File: config.mk
export PLATFORM = sky130hd
export DESIGN_NAME = regfile_onehot_32_flat
export DESIGN_NICKNAME = d
export VERILOG_FILES = /design/src/rtl/regfile_onehot_32_if.sv /design/src/rtl/regfile_onehot_32.sv /design/src/flat_wrapper.sv
export SDC_FILE = /design/constraint.sdc
export NUM_CORES = 2
export LEC_CHECK = 0
export CORE_MARGIN = 4
export CORE_UTILIZATION = 30
export CTS_CLUSTER_DIAMETER = 30
export DETAILED_ROUTE_END_ITERATION = 12
export GPL_TIMING_DRIVEN = 0
export PLACE_DENSITY = 0.51
export SLEW_MARGIN = 10
export SYNTH_ARGS = -nofsm -noshare
export SYNTH_HDL_FRONTEND = slang
export SYNTH_SLANG_ARGS = --single-unit
File: constraint.sdc
create_clock -name Clock -period 5.86 [get_ports Clock]
set_input_delay 1.172 -clock Clock [delete_from_list [all_inputs] [get_ports Clock]]
set_output_delay 1.172 -clock Clock [all_outputs]
set_load 0.1 [all_outputs]
File: src/rtl/regfile_onehot_32_if.sv
// Bus bundle between the write-select demux / read consumers / dump consumer
// and the register file; the register file sits on the slave side.
interface regfile_onehot_32_if #(
    parameter int WIDTH = 32
);
    logic [31:0]      WrEn;
    logic [WIDTH-1:0] WrData;
    logic [4:0]       RdSel1;
    logic [4:0]       RdSel2;
    logic [WIDTH-1:0] RdData1;
    logic [WIDTH-1:0] RdData2;
    logic             WrErr;
    // Dump handshake: a beat transfers on a rising edge where DumpValid and
    // DumpReady are both high; DumpIdx/DumpData hold while DumpReady is low.
    logic             DumpStart;
    logic             DumpReady;
    logic             DumpBusy;
    logic             DumpValid;
    logic [4:0]       DumpIdx;
    logic [WIDTH-1:0] DumpData;
    logic             DumpState;

    modport master (
        output WrEn, WrData, RdSel1, RdSel2, DumpStart, DumpReady,
        input  RdData1, RdData2, WrErr, DumpBusy, DumpValid, DumpIdx, DumpData, DumpState
    );

    modport slave (
        input  WrEn, WrData, RdSel1, RdSel2, DumpStart, DumpReady,
        output RdData1, RdData2, WrErr, DumpBusy, DumpValid, DumpIdx, DumpData, DumpState
    );
endinterface

File: src/rtl/regfile_onehot_32.sv
// 32 x WIDTH register file with one-hot write enables, write-first read bypass,
// sticky multi-write error flag and a handshaked register-dump sequencer.
module regfile_onehot_32 #(
    parameter int WIDTH = 32
) (
    input  logic Clock,
    input  logic Reset_n,
    regfile_onehot_32_if.slave bus
);
    typedef enum logic {
        IDLE = 1'b0,
        SCAN = 1'b1
    } dump_state_e;

    logic [WIDTH-1:0] regs_q [32];
    logic             wr_nonzero;
    logic             wr_single;
    logic             wr_multi;
    logic             wr_valid;
    logic             err_q, err_d;
    dump_state_e      state_q, state_d;
    logic [4:0]       idx_q, idx_d;
    logic [4:0]       idx_nxt;
    logic [WIDTH-1:0] data_q, data_d;
    logic [WIDTH-1:0] rd1, rd2, cap;

    // Exactly one bit set iff clearing the lowest set bit leaves nothing.
    assign wr_nonzero = |bus.WrEn;
    assign wr_single  = wr_nonzero && ((bus.WrEn & (bus.WrEn - 32'd1)) == 32'd0);
    assign wr_multi   = wr_nonzero && !wr_single;
    assign wr_valid   = wr_single && !bus.WrEn[0];
    assign idx_nxt    = idx_q + 5'd1;
    assign err_d      = err_q | wr_multi;

    always_ff @(posedge Clock or negedge Reset_n) begin
        if (!Reset_n) begin
            for (int k = 0; k < 32; k++) regs_q[k] <= '0;
        end else begin
            for (int k = 1; k < 32; k++) begin
                if (wr_valid && bus.WrEn[k]) regs_q[k] <= bus.WrData;
            end
        end
    end

    // Read ports and the dump capture all see the post-edge register view.
    always_comb begin
        rd1 = '0;
        rd2 = '0;
        if (bus.RdSel1 != 5'd0)
            rd1 = (wr_valid && bus.WrEn[bus.RdSel1]) ? bus.WrData : regs_q[bus.RdSel1];
        if (bus.RdSel2 != 5'd0)
            rd2 = (wr_valid && bus.WrEn[bus.RdSel2]) ? bus.WrData : regs_q[bus.RdSel2];
        cap = (wr_valid && bus.WrEn[idx_nxt]) ? bus.WrData : regs_q[idx_nxt];
    end

    always_ff @(posedge Clock or negedge Reset_n) begin
        if (!Reset_n) begin
            err_q   <= 1'b0;
            state_q <= IDLE;
            idx_q   <= 5'd0;
            data_q  <= '0;
        end else begin
            err_q   <= err_d;
            state_q <= state_d;
            idx_q   <= idx_d;
            data_q  <= data_d;
        end
    end

    always_comb begin
        state_d = state_q;
        idx_d   = idx_q;
        data_d  = data_q;
        case (state_q)
            IDLE: begin
                if (bus.DumpStart) begin
                    state_d = SCAN;
                    idx_d   = 5'd0;
                    data_d  = '0;
                end
            end
            SCAN: begin
                if (bus.DumpReady) begin
                    if (idx_q == 5'd31) begin
                        state_d = IDLE;
                        idx_d   = 5'd0;
                        data_d  = '0;
                    end else begin
                        idx_d  = idx_nxt;
                        data_d = cap;
                    end
                end
            end
            default: begin
                state_d = IDLE;
                idx_d   = 5'd0;
                data_d  = '0;
            end
        endcase
    end

    assign bus.RdData1   = rd1;
    assign bus.RdData2   = rd2;
    assign bus.WrErr     = err_q;
    assign bus.DumpValid = (state_q == SCAN);
    assign bus.DumpBusy  = (state_q == SCAN);
    assign bus.DumpIdx   = idx_q;
    assign bus.DumpData  = data_q;
    assign bus.DumpState = state_q;
endmodule

File: src/flat_wrapper.sv
// flat-port wrapper written by rule: the top's interface ports become plain ports
module regfile_onehot_32_flat 
#(
    parameter int WIDTH = 32
)
  (Clock, Reset_n, bus_WrEn, bus_WrData, bus_RdSel1, bus_RdSel2, bus_DumpStart, bus_DumpReady, bus_RdData1, bus_RdData2, bus_WrErr, bus_DumpBusy, bus_DumpValid, bus_DumpIdx, bus_DumpData, bus_DumpState);
  regfile_onehot_32_if #(.WIDTH(WIDTH)) bus_i ();
  input  logic Clock;
  input  logic Reset_n;
  input wire logic [$bits(bus_i.WrEn)-1:0] bus_WrEn;
  input wire logic [$bits(bus_i.WrData)-1:0] bus_WrData;
  input wire logic [$bits(bus_i.RdSel1)-1:0] bus_RdSel1;
  input wire logic [$bits(bus_i.RdSel2)-1:0] bus_RdSel2;
  input wire logic [$bits(bus_i.DumpStart)-1:0] bus_DumpStart;
  input wire logic [$bits(bus_i.DumpReady)-1:0] bus_DumpReady;
  output wire logic [$bits(bus_i.RdData1)-1:0] bus_RdData1;
  output wire logic [$bits(bus_i.RdData2)-1:0] bus_RdData2;
  output wire logic [$bits(bus_i.WrErr)-1:0] bus_WrErr;
  output wire logic [$bits(bus_i.DumpBusy)-1:0] bus_DumpBusy;
  output wire logic [$bits(bus_i.DumpValid)-1:0] bus_DumpValid;
  output wire logic [$bits(bus_i.DumpIdx)-1:0] bus_DumpIdx;
  output wire logic [$bits(bus_i.DumpData)-1:0] bus_DumpData;
  output wire logic [$bits(bus_i.DumpState)-1:0] bus_DumpState;
  assign bus_i.WrEn = bus_WrEn;
  assign bus_i.WrData = bus_WrData;
  assign bus_i.RdSel1 = bus_RdSel1;
  assign bus_i.RdSel2 = bus_RdSel2;
  assign bus_i.DumpStart = bus_DumpStart;
  assign bus_i.DumpReady = bus_DumpReady;
  assign bus_RdData1 = bus_i.RdData1;
  assign bus_RdData2 = bus_i.RdData2;
  assign bus_WrErr = bus_i.WrErr;
  assign bus_DumpBusy = bus_i.DumpBusy;
  assign bus_DumpValid = bus_i.DumpValid;
  assign bus_DumpIdx = bus_i.DumpIdx;
  assign bus_DumpData = bus_i.DumpData;
  assign bus_DumpState = bus_i.DumpState;
  regfile_onehot_32 #(.WIDTH(WIDTH)) u_core (.Clock(Clock), .Reset_n(Reset_n), .bus(bus_i));
endmodule
Word level (Yosys, flattened, before mapping)

Index checks and enable logic that the tools add are counted.

Flip-flop bits (word level): 1031
Bits of input ports: 78
Output and inout port bits: 105
Word-level logic and storage cells: 128

Add/subtract/negate cells: 2
Magnitude comparators: 6
Equal/unequal tests: 3
Multiplexer cells: 32
Bitwise operators: 6
Reductions and logical operators: 44

Operator list:

| cell                                                | count |
|---|---|
| binary-select mux 32 bit (select 5 bit)             | 3 |
| 2-to-1 mux 32 bit                                   | 14 |
| case mux 32 bit (2 select lines)                    | 1 |
| logical AND 1 bit                                   | 37 |
| bitwise AND 32 bit                                  | 1 |
| logical NOT 32 bit                                  | 1 |
| OR reduction 32 bit                                 | 1 |
| subtractor 32 x 1 -> 32 bit (second input constant) | 1 |
| >= comparator 6 bit (second input constant)         | 3 |
| < comparator 5 x 6 -> 1 bit (second input constant) | 3 |
| inverter 5 -> 6 bit                                 | 3 |
| binary-select mux 1 bit (select 5 bit)              | 3 |
| 2-to-1 mux 5 bit                                    | 3 |
| case mux 5 bit (2 select lines)                     | 1 |
| nonzero test 5 bit                                  | 2 |
| 2-to-1 mux 1 bit                                    | 6 |
| adder 5 x 1 -> 5 bit (second input constant)        | 1 |
| equality test 5 bit (second input constant)         | 1 |
| != test 2 bit (second input constant)               | 2 |
| logical NOT 1 bit                                   | 2 |
| case mux 1 bit (2 select lines)                     | 1 |
| AND reduction 2 bit                                 | 1 |
| inverter 1 bit                                      | 1 |
| bitwise OR 1 bit                                    | 1 |

Depth between registers and ports, before layout

Depth in word-level cells: 10
Mapped depth: 13
Gate-level depth less buffers: 9

Least setup slack after synthesis

OpenSTA, ideal clock, no wires.

Kind: input-to-output
Start: input port bus_RdSel1[1]
End: output port bus_RdData1[1]
Data arrival time: 4370 ps
Data required time: 4688 ps
Path slack: 318 ps
Stages on the path: 8
Path buffers: 4
Cells stage by stage: clkbuf_1 -> clkbuf_1 -> buf_1 -> clkbuf_1 -> mux4_2 -> mux4_2 -> mux2_2 -> mux2_1

Longest elaborated chain between the ends: 6
Elaborated cells between the ends (all ways): 10
Those cells by class: mux: 7; bitwise: 1; reduce/logical: 2

RTL lines:

| what                                                  | RTL line                | RTL |
|---|---|---|
| start, declared                                       | flat_wrapper.sv:12      | `input wire logic [$bits(bus_i.RdSel1)-1:0] bus_RdSel1;` |
| inverter 5 -> 6 bit (not written as such)             | regfile_onehot_32.sv:50 | `rd1 = (wr_valid && bus.WrEn[bus.RdSel1]) ? bus.WrData : regs_q[bus.RdSel1];` |
| binary-select mux 32 bit (select 5 bit)               | regfile_onehot_32.sv:50 |  |
| 2-to-1 mux 32 bit (not written as such) (2 in series) | regfile_onehot_32.sv:50 |  |
| 2-to-1 mux 32 bit                                     | regfile_onehot_32.sv:50 |  |
| 2-to-1 mux 32 bit *                                   | regfile_onehot_32.sv:49 | `if (bus.RdSel1 != 5'd0)` |
| end, declared                                         | flat_wrapper.sv:16      | `output wire logic [$bits(bus_i.RdData1)-1:0] bus_RdData1;` |

Mark *: on every way between the ends. The rest lies on a longest branch, timed or not. The select of a mux whose other input is x is not followed.

Final worst setup path

Start: input port bus_RdSel1[4]
End: output port bus_RdData1[30]

The elaborated chain is that of the path after synthesis.

==> load_flow_metrics.sql <==
INSERT INTO impl_metrics (metric_group, metric, value, unit) VALUES
('yosys', 'yosysMostFrequentCell', 'dfrtp_1', ''),
('detailed_routing', 'first_pass_iters', '6', ''),
('placed_design', 'place_congestion', '0.967', ''),
('pwr', 'pwr-share-clk', '54.8', '%'),
('critical_path', 'crit_chain', 'clkbuf_1 -> clkbuf_1 -> mux4_2 -> mux4_2 -> mux2_2 -> nand2_4 -> buf_8 -> mux2_2 -> buf_6', ''),
('placed_design', 'port_buffers', '171', ''),
('pwr', 'share_comb_of_total_power', '21.1', '%'),
('clocking', 'clock_tree.root_cell', 'clkbuf_16', ''),
('clocking', 'total_clock_buffers_created_by_cts', '309', ''),
('critical_path', 'ff_to_ff_setup_slack', '0.05', 'ns'),
('die', 'coreArea', '213000', 'um2'),
('layout', 'nFillCells', '19914', ''),
('timing', 'maxSlewHeadroom', '3.27', '%'),
('clocking', 'tritoncts_clock_tree', 'yes', ''),
('yosys', 'synthesis.area', '64200', 'um2'),
('layout', 'seq_area', '25800', 'um2'),
('yosys', 'syn_inst', '4070', ''),
('yosys', 'postSynthRegisterBits', '1031', ''),
('placed_design', 'area_after_dpl', '70200', 'um2'),
('grt', 'antenna_violations_before_repair', '17', ''),
('pwr', 'power.share.sequential', '24.2', '%'),
('die', 'floorplan.initialDensity', '30.2', '%'),
('yosys', 'synth_simple_gate_area_share', '1.87', '%'),
('critical_path', 'setup.worst_path.start_class', 'input pin', ''),
('yosys', 'synth_common_cells', 'dfrtp_1 (1,031), mux4_2 (875), mux2_1 (672)', ''),
('yosys', 'synth_area_per_cell', '15.8', 'um2'),
('detailed_routing', 'met3RoutedLength', '34400', 'um'),
('detailed_routing', 'dr.first_iter.drc_count', '6211', ''),
('yosys', 'synth.net_count', '4150', ''),
('detailed_routing', 'drcViolationCount', '0', ''),
('pwr', 'leakagePower', '36.4', 'nW'),
('detailed_routing', 'met2_length', '135000', 'um'),
('critical_path', 'cp_max_fo', '10', ''),
('yosys', 'synth_xor_xnor_area_share', '0.0683', '%'),
('critical_path', 'cp-end-kind', 'primary output', ''),
('timing', 'timing.fmax', '171', 'MHz'),
('critical_path', 'worst_path_largest_cell_delay', '0.78', 'ns'),
('die', 'floorplan.die_area', '221000', 'um2'),
('detailed_routing', 'topmost_layer_with_routed_signal_wires', 'met5', ''),
('pwr', 'power_density', '377', 'nW/um2'),
('grt', 'grt_overflow', '0', ''),
('timing', 'final_period_minus_worst_setup_slack', '5.85', 'ns'),
('timing', 'post-route-period-util', '99.8', '%'),
('pwr', 'internal_power', '20.6', 'mW'),
('worst_hold_path', 'hold_path_class', 'input pin to async pin', ''),
('pwr', 'vdd_drop_max', '0.404', 'mV'),
('status', 'run_status', 'finished clean', ''),
('layout', 'flow.area_growth_from_synthesis', '26.0', '%'),
('yosys', 'ys.warnings.count', '32', ''),
('die', 'die_width', '470', 'um'),
('grt', 'grt_max_degree', '151', ''),
('clocking', 'worst_setup_hold_path_clk_slew', '0.04', 'ns'),
('detailed_routing', 'wl_met1', '122000', 'um'),
('placed_design', 'dp_hpwl', '219000', 'um'),
('layout', 'area_of_combinational_cells_with_multiple_inputs', '36500', 'um2'),
('clocking', 'cts-htree-levels', '5', ''),
('yosys', 'ys_types', '56', ''),
('timing', 'finalClockSkew', '0.0714', 'ns'),
('yosys', 'synth_area_leaders', 'dfrtp_1 (40%), mux4_2 (31%), mux2_1 (12%)', ''),
('timing', 'fin_tns_setup', '0', 'ns'),
('grt', 'groute.usage.overall', '27.9', '%'),
('critical_path', 'critPathKind', 'input pin to primary output', ''),
('critical_path', 'critPathRequiredTime', '4.69', 'ns'),
('detailed_routing', 'post_drt_wl_per_cell', '41.1', 'um'),
('yosys', 'post-synth-top-area-cell', 'dfrtp_1', ''),
('yosys', 'synth_top_family_by_area', 'multiplexers', ''),
('yosys', 'dominantRegCellSynth', 'dfrtp_1', ''),
('layout', 'final_nets', '4663', ''),
('yosys', 'async_flop_share', '100', '%'),
('detailed_routing', 'wl', '314000', 'um'),
('timing', 'timing_hold_violations_final', '0', '');
metal layers:
| metal | GRT usage [%] | up-vias |
|---|---|---|
| li1 | - | 17626 |
| met1 | 35.8 | 26115 |
| met2 | 40.6 | 3269 |
| met3 | 9.97 | 934 |
| met4 | 16.5 | 10 |
| met5 | 0 | - |
metrics by stage:
stage | hold slack, ns | worst slack [ns] | cells | power [mW] | utilization [%]
2_1_floorplan | 0.493 | 0.318 | 4070 | 10.2 | -
3_3_place_gp | 0.505 | -45.91 | 7062 | 13.3 | 32.7
3_5_place_dp | 0.503 | -2.43 | 7086 | 13.6 | 33.0
4_1_cts | 0.0878 | 0.00157 | 7622 | 30.3 | 38.0
5_1_grt | 0.0966 | -0.0191 | 7627 | 30.9 | 38.0
6_report | 0.115 | 0.0141 | 7633 | 30.5 | 38.0
final timing paths:
path,from,end,cells past startpoint
worst max-delay path,bus_RdSel1[4],bus_RdData1[30],9
worst min-delay path,Reset_n,u_core.regs_q[3]$_DFFE_PN0P_,1
worst min register to register,u_core.bus.DumpData[20]$_DFFE_PN0P_,u_core.bus.DumpData[20]$_DFFE_PN0P_,1
min in group Clock,u_core.bus.DumpData[20]$_DFFE_PN0P_,u_core.bus.DumpData[20]$_DFFE_PN0P_,1
worst max register to register,u_core.bus.DumpIdx[0]$_DFFE_PN0P_,u_core.bus.DumpData[9]$_DFFE_PN0P_,12
max in group asynchronous,Reset_n,u_core.regs_q[120]$_DFFE_PN0P_,5
worst max-delay path: cells and delay by family:
family	cells	cell delay (ns)
muxes	4	1.68
buffers and inverters	4	1.61
and+or+nand+nor	1	0.18
state kept, by name, indices dropped and copies added (netlist names):
name	cells
u_core.bus.WrErr	1
u_core.regs_q	992
u_core.bus.DumpData	32
u_core.bus.DumpIdx	5
u_core.bus.DumpBusy	1
power by group through the flow:
stage                     clock, mW  combinational [mW]  sequential (mW)
after detailed placement          0                6.17             7.46
after global routing           17.2                6.37             7.36
after CTS                      16.7                6.19             7.36
after global placement            0                5.82             7.49
after floorplan                   0                2.39             7.80
final                          16.7                6.42             7.36
timing repair:
item	in CTS	in global routing
buffers inserted	4	2
gates cloned	0	0
gates resized for setup	601	80
setup endpoints to repair	68	61
pin swaps	3	5
cell families (layout without fill, tap and decap cells):
group	count (synthesis)	after routing
muxes	2093	2093
DFF	1031	1031
buffers and inverters	472	1206
and+or+nand+nor	253	253
AOI/OAI and AO/OA	212	212
xor gates and xnor gates	5	5
adders and majority gates	4	4
other	0	8
layout make-up:
| cell class | instances | area share [%] |
|---|---|---|
| diodes | 8 | 0.0248 |
| flip-flops and latches | 1031 | 31.9 |
| well taps | 2821 | 4.37 |
| repair buffers | 202 | 2.80 |
| inverters | 3 | 0.0139 |
| plain buffers | 469 | 3.03 |
| clock inverters | 119 | 1.82 |
| multi-input cells | 2567 | 45.1 |
| clock buffers | 413 | 10.9 |
placed cells by master, fill, tap and decap left out, types with 19 or more instances in the layout:
master           count
a21oi_1             20
a221o_1             32
a22o_1              64
and2_1              20
buf_2              113
buf_4               83
buf_6               44
bufinv_16           31
clkbuf_1           198
clkbuf_16          314
clkbuf_2           106
clkbuf_8            62
clkdlybuf4s50_1     78
clkinv_2            57
clkinvlp_4          19
dfrtp_1           1031
mux2_1             655
mux2_2             533
mux2i_1             30
mux4_2             875
nand2_1            142
nor3_1              19
o21ai_0             29
(Power assumes the default switching activity.)
